[config.mk]
export PLATFORM = sky130hd
export DESIGN_NAME = event_stretcher
export DESIGN_NICKNAME = d
export VERILOG_FILES = /design/src/rtl/event_stretcher_pkg.sv /design/src/rtl/sat_updown_counter.sv /design/src/rtl/event_stretcher.sv
export SDC_FILE = /design/constraint.sdc
export NUM_CORES = 1
export LEC_CHECK = 0
export CAP_MARGIN = 20
export CELL_PAD_IN_SITES_DETAIL_PLACEMENT = 0
export CELL_PAD_IN_SITES_GLOBAL_PLACEMENT = 1
export CORE_ASPECT_RATIO = 1.2
export CORE_MARGIN = 2
export CORE_UTILIZATION = 45
export DETAILED_ROUTE_END_ITERATION = 7
export PLACE_DENSITY = 0.8
export SYNTH_ARGS = -nofsm -noshare
export SYNTH_HDL_FRONTEND = slang
export SYNTH_HIERARCHICAL = 1
export SYNTH_SLANG_ARGS = --single-unit
[constraint.sdc]
create_clock -name clock -period 3.91 [get_ports clock]
set_clock_uncertainty 0.15 [all_clocks]
set_input_delay 0.782 -clock clock [delete_from_list [all_inputs] [get_ports clock]]
set_output_delay 0.782 -clock clock [all_outputs]
set_load 0.02 [all_outputs]
[src/rtl/event_stretcher_pkg.sv]
// event_stretcher_pkg: state encoding and default sizing shared by the event stretcher slice.
package event_stretcher_pkg;
    typedef enum logic [1:0] {IDLE, ACTIVE, GAP} state_e;
    localparam int HOLD_CYCLES_DEF = 64;
    localparam int GAP_CYCLES_DEF  = 64;
    localparam int CNT_W_DEF       = 25;
    localparam int PEND_W_DEF      = 4;
endpackage

[src/rtl/sat_updown_counter.sv]
// sat_updown_counter: saturating up/down counter; an increment at full is dropped and flagged.
module sat_updown_counter
    import event_stretcher_pkg::*;
#(
    parameter int W = PEND_W_DEF
) (
    input  logic         clock,
    input  logic         reset,
    input  logic         inc,
    input  logic         dec,
    output logic [W-1:0] count,
    output logic         full,
    output logic         overflow
);
    logic [W-1:0] count_q, count_d;
    logic         overflow_q, overflow_d;
    assign full     = &count_q;
    assign count    = count_q;
    assign overflow = overflow_q;
    always_comb begin
        count_d    = inc && !dec ? (full ? count_q : count_q + 1'b1) :
                     dec && !inc ? count_q - 1'b1 : count_q;
        overflow_d = inc && !dec && full;
    end
    always_ff @(posedge clock) begin
        if (reset) begin
            count_q    <= '0;
            overflow_q <= 1'b0;
        end else begin
            count_q    <= count_d;
            overflow_q <= overflow_d;
        end
    end
endmodule

[src/rtl/event_stretcher.sv]
// event_stretcher: turns event strobes into fixed-width active-low pulses with an enforced
// high gap, queueing events that arrive while a pulse is in flight.
module event_stretcher
    import event_stretcher_pkg::*;
#(
    parameter int HOLD_CYCLES = HOLD_CYCLES_DEF,
    parameter int GAP_CYCLES  = GAP_CYCLES_DEF,
    parameter int CNT_W       = CNT_W_DEF,
    parameter int PEND_W      = PEND_W_DEF
) (
    input  logic              clock,
    input  logic              reset,
    input  logic              evt,
    output logic              out_n,
    output logic              busy,
    output logic [PEND_W-1:0] pending,
    output logic              overflow
);
    localparam logic [CNT_W-1:0] HOLD_LOAD = CNT_W'(HOLD_CYCLES - 1);
    localparam logic [CNT_W-1:0] GAP_LOAD  = CNT_W'(GAP_CYCLES - 1);
    state_e           state_q;
    logic [CNT_W-1:0] tmr_q;
    logic             out_n_q, busy_q;
    logic             pend_full, pend_nz, tmr_zero, inc, dec;
    assign pend_nz  = pend_full || pending != '0;
    assign tmr_zero = tmr_q == '0;
    // An IDLE event starts the pulse directly; every other event is queued.
    assign inc = evt && !(state_q == IDLE && !pend_nz);
    assign dec = pend_nz && (state_q == IDLE || (state_q == GAP && tmr_zero));
    assign out_n = out_n_q;
    assign busy  = busy_q;
    sat_updown_counter #(.W(PEND_W)) u_pend (
        .clock    (clock),
        .reset    (reset),
        .inc      (inc),
        .dec      (dec),
        .count    (pending),
        .full     (pend_full),
        .overflow (overflow)
    );
    always_ff @(posedge clock) begin
        if (reset) begin
            state_q <= IDLE;
            tmr_q   <= '0;
            out_n_q <= 1'b1;
            busy_q  <= 1'b0;
        end else begin
            case (state_q)
                IDLE: if (evt || pend_nz) begin
                    state_q <= ACTIVE;
                    tmr_q   <= HOLD_LOAD;
                    out_n_q <= 1'b0;
                    busy_q  <= 1'b1;
                end
                ACTIVE: if (tmr_zero) begin
                    state_q <= GAP;
                    tmr_q   <= GAP_LOAD;
                    out_n_q <= 1'b1;
                end else begin
                    tmr_q <= tmr_q - 1'b1;
                end
                GAP: if (tmr_zero && pend_nz) begin
                    state_q <= ACTIVE;
                    tmr_q   <= HOLD_LOAD;
                    out_n_q <= 1'b0;
                end else if (tmr_zero) begin
                    state_q <= IDLE;
                    busy_q  <= 1'b0;
                end else begin
                    tmr_q <= tmr_q - 1'b1;
                end
                default: begin
                    state_q <= IDLE;
                    tmr_q   <= '0;
                    out_n_q <= 1'b1;
                    busy_q  <= 1'b0;
                end
            endcase
        end
    end
endmodule

==> impl_metrics.tcl <==
set metrics [dict create \
    grt_max_degree 23 \
    drc 0 \
    dr_wl_met3_um 187 \
    cts_buffer_depth 2 \
    worst_setup_path_start_kind "register" \
    numPortBuffers 9 \
    fill_cells 473 \
    final_area_mm2 0.00232 \
    synth-xor-area-share_pct 3.80 \
    regArea_um2 681 \
    critPathKind "reg2reg" \
    slowest_delay_ns 0.47 \
    period_share_pct 87.7 \
    hold_class "reg2reg" \
    crit_buf_inv 2 \
    tritoncts "built" \
    synth_cells 266 \
    grt_remaining_overflow 0 \
    met1Wirelength_um 2190 \
    synth-edff-count 0 \
    arrival_ns 3.46 \
    synthSimpleGateAreaFrac_pct 31.2 \
    post_cts_buffers 0 \
    synth_top_family_by_area "simple AND/OR/NAND/NOR gates" \
    avgSynthCellArea_um2 7.80 \
    setup_viol 0 \
    antenna_found_initial 0 \
    cts_sinks 34 \
    grt_pass1_vias 1778 \
    num_vias 1988 \
    die_x_um 66 \
    dp_hpwl_um 3590 \
    ys_warn_count 6 \
    top_layer "met4" \
    io-pin-count 10 \
    clk_pin_slew_ns 0.07 \
    endpoint_kind "register" \
    synth_mux_area_share_pct 1.51 \
    cp_top_family "simple AND/OR/NAND/NOR gates" \
    crit_path_frequent_cell "ha_1" \
    synthArstFlopShare_pct 0 \
    drt-total-wl_um 4980 \
    slowest_stage "or4b_1" \
    root_buffer "clkbuf_8" \
    nets 285 \
    yosys_register_bits 34 \
    max-vdd-ir-drop_mv 0.453 \
    rsz0062_at_grt "no" \
    pwr-share-seq_pct 31.0 \
    drt_pass1_iterations 4 \
    fin_tns_setup_ns 0 \
    yosysSeqAreaShare_pct 32.8 \
    post-route-min-period_ns 3.43 \
    synth.net_count 274 \
    ys_types 57 \
    hold_viol 0 \
    holdBufCountCts 0 \
    coreArea_mm2 0.00453 \
    final_common_cell "dfxtp_1" \
    rows 27 \
    run_status "complete, no violations" \
    dr_wl_met2_um 2530 \
    dieArea_mm2 0.00517 \
    synthesis.area_mm2 0.00208 \
    p_comb_share_pct 54.7 \
    final_layout_size_suffix_gt1_share_pct 9.39 \
    layout_common_cells "dfxtp_1 (34), nor2_1 (33), a21oi_1 (26)" \
    p_int_mw 0.938 \
    cts_made_buffers 5 \
    leakagePower_nw 0.844 \
    slew_viol_final 0 \
    grt_pass1_wl_um 8560 \
    swShare_pct 45.4 \
    htreeDepth 2 \
    worstPathCellList "inv_1 > ha_1 > or4b_1 > nor4_1 > nand2_1 > and2_1 > nor3_2 > nor2b_4 > inv_2 > ha_1 > a21oi_1 > a211oi_2 > a31oi_1 > mux2_1" \
    switching_power_mw 0.780 \
    via_per_inst 5.93 \
    start_util_pct 45.9 \
    place_area_mm2 0.00224 \
    drt_iter0_markers 89 \
    place_congestion 0.772 \
    grtUsageTotal_pct 21.1 \
    p_per_area_mw_per_mm2 741 \
    area_growth_syn_to_layout_pct 11.8 \
    die_h_um 78.4 \
    cap_violations 0 \
    synth-compound-area-share_pct 22.4 \
    multiInputGateArea_mm2 0.00131 \
    relSlewSlack_pct 59.1 \
    tightest_slew_ns 0.614 \
    antenna_left 0 \
    insertion_delay_ns 0.29 \
    ys.flop_type "dfxtp_1" \
    num_antenna_cells 0 \
    fmax_mhz 291 \
    synth_fa_ha_area_share_pct 3.92 \
    worstPathMaxFanout 5 \
    pwr-share-clk_pct 14.3 \
    worstPathRequired_ns 3.94 \
    wire_per_inst_um 14.9 \
]
cells in the mapped netlist, drive strengths merged, types with 3 or more instances:
cell,instances,area share (%)
nand2b,3,0.90
buf,5,1.4
dfxtp,34,33
a31oi,6,1.8
nand3,8,1.9
nand4,4,1.2
or2,3,0.90
a211oi,7,2.8
ha,4,2.4
xnor2,5,2.1
o21ai,18,4.3
nor3,12,3.1
a21oi,26,6.3
nor2,34,6.5
clkbuf,8,1.4
nor2b,5,1.9
inv,8,1.4
o31ai,4,1.4
xor2,4,1.7
or4b,3,1.4
nor4,7,2.1
and2,3,0.90
or3,4,1.2
nand2,17,3.1
or4,6,2.5
through the flow:
| step | setup slack [ns] | power, mW | util (%) | cells | hold slack, ns |
|---|---|---|---|---|---|
| 2_1_floorplan | 0.430 | 1.23 | - | 266 | 0.303 |
| 3_3_place_gp | 0.422 | 1.47 | 49.4 | 328 | 0.321 |
| 3_5_place_dp | 0.373 | 1.47 | 49.4 | 328 | 0.325 |
| 4_1_cts | 0.353 | 1.72 | 51.1 | 335 | 0.333 |
| 5_1_grt | 0.112 | 1.88 | 51.2 | 335 | 0.373 |
| 6_report | 0.479 | 1.72 | 51.2 | 335 | 0.332 |
logic make-up after synthesis:
| family | count (synthesis) |
|---|---|
| buffers and inverters | 21 |
| multiplexers | 3 |
| AO/OA/AOI/OAI | 75 |
| AND/OR/NAND/NOR | 118 |
| adder cells (fa/ha/maj) | 6 |
| XOR/XNOR | 9 |
| flip-flops | 34 |
repair_timing:
action	CTS	global route
endpoints found under the setup margin	0	1
endpoints found under the hold margin	0	0
resized for setup	0	1
final timing paths:
path,from,end,slack [ns],cells after the start
worst max-delay path,tmr_q[0],u_pend/count[3],0.48,14
worst min-delay path,tmr_q[9],tmr_q[9],0.33,2
worst max register to register,tmr_q[0],u_pend/count[3],0.48,14
worst min register to register,tmr_q[9],tmr_q[9],0.33,2
sequential cells by signal, indices dropped and copies added (netlist names):
name	flops
busy	1
out_n	1
state_q	2
tmr_q	25
u_pend/count	4
u_pend/overflow	1
area by class of cell:
class | count | area share (%)
multi-input cells | 211 | 56.5
inverters | 8 | 1.29
flip-flops and latches | 34 | 29.3
well taps | 58 | 3.13
repair buffers | 17 | 6.47
clock buffers | 7 | 3.29
worst min-delay path, stage by stage, from the launching register on:
cell	delay, ns
dfxtp_1	0.32
o31ai_1	0.06
a21oi_1	0.06
power by group through the flow:
stage | registers [mW] | logic (mW) | clock network [mW]
6_report | 0.532 | 0.939 | 0.246
5_1_grt | 0.549 | 1.06 | 0.269
4_1_cts | 0.533 | 0.937 | 0.254
3_5_place_dp | 0.540 | 0.931 | 0
3_3_place_gp | 0.539 | 0.936 | 0
2_1_floorplan | 0.524 | 0.706 | 0
metal layers:
layer,vias to the layer above,GRT usage [%]
met3,6,4.01
li1,1005,-
met1,937,26.3
met4,0,6.73
met2,40,36.2
met5,-,0
No activity file was read; power rests on OpenSTA's default activity.
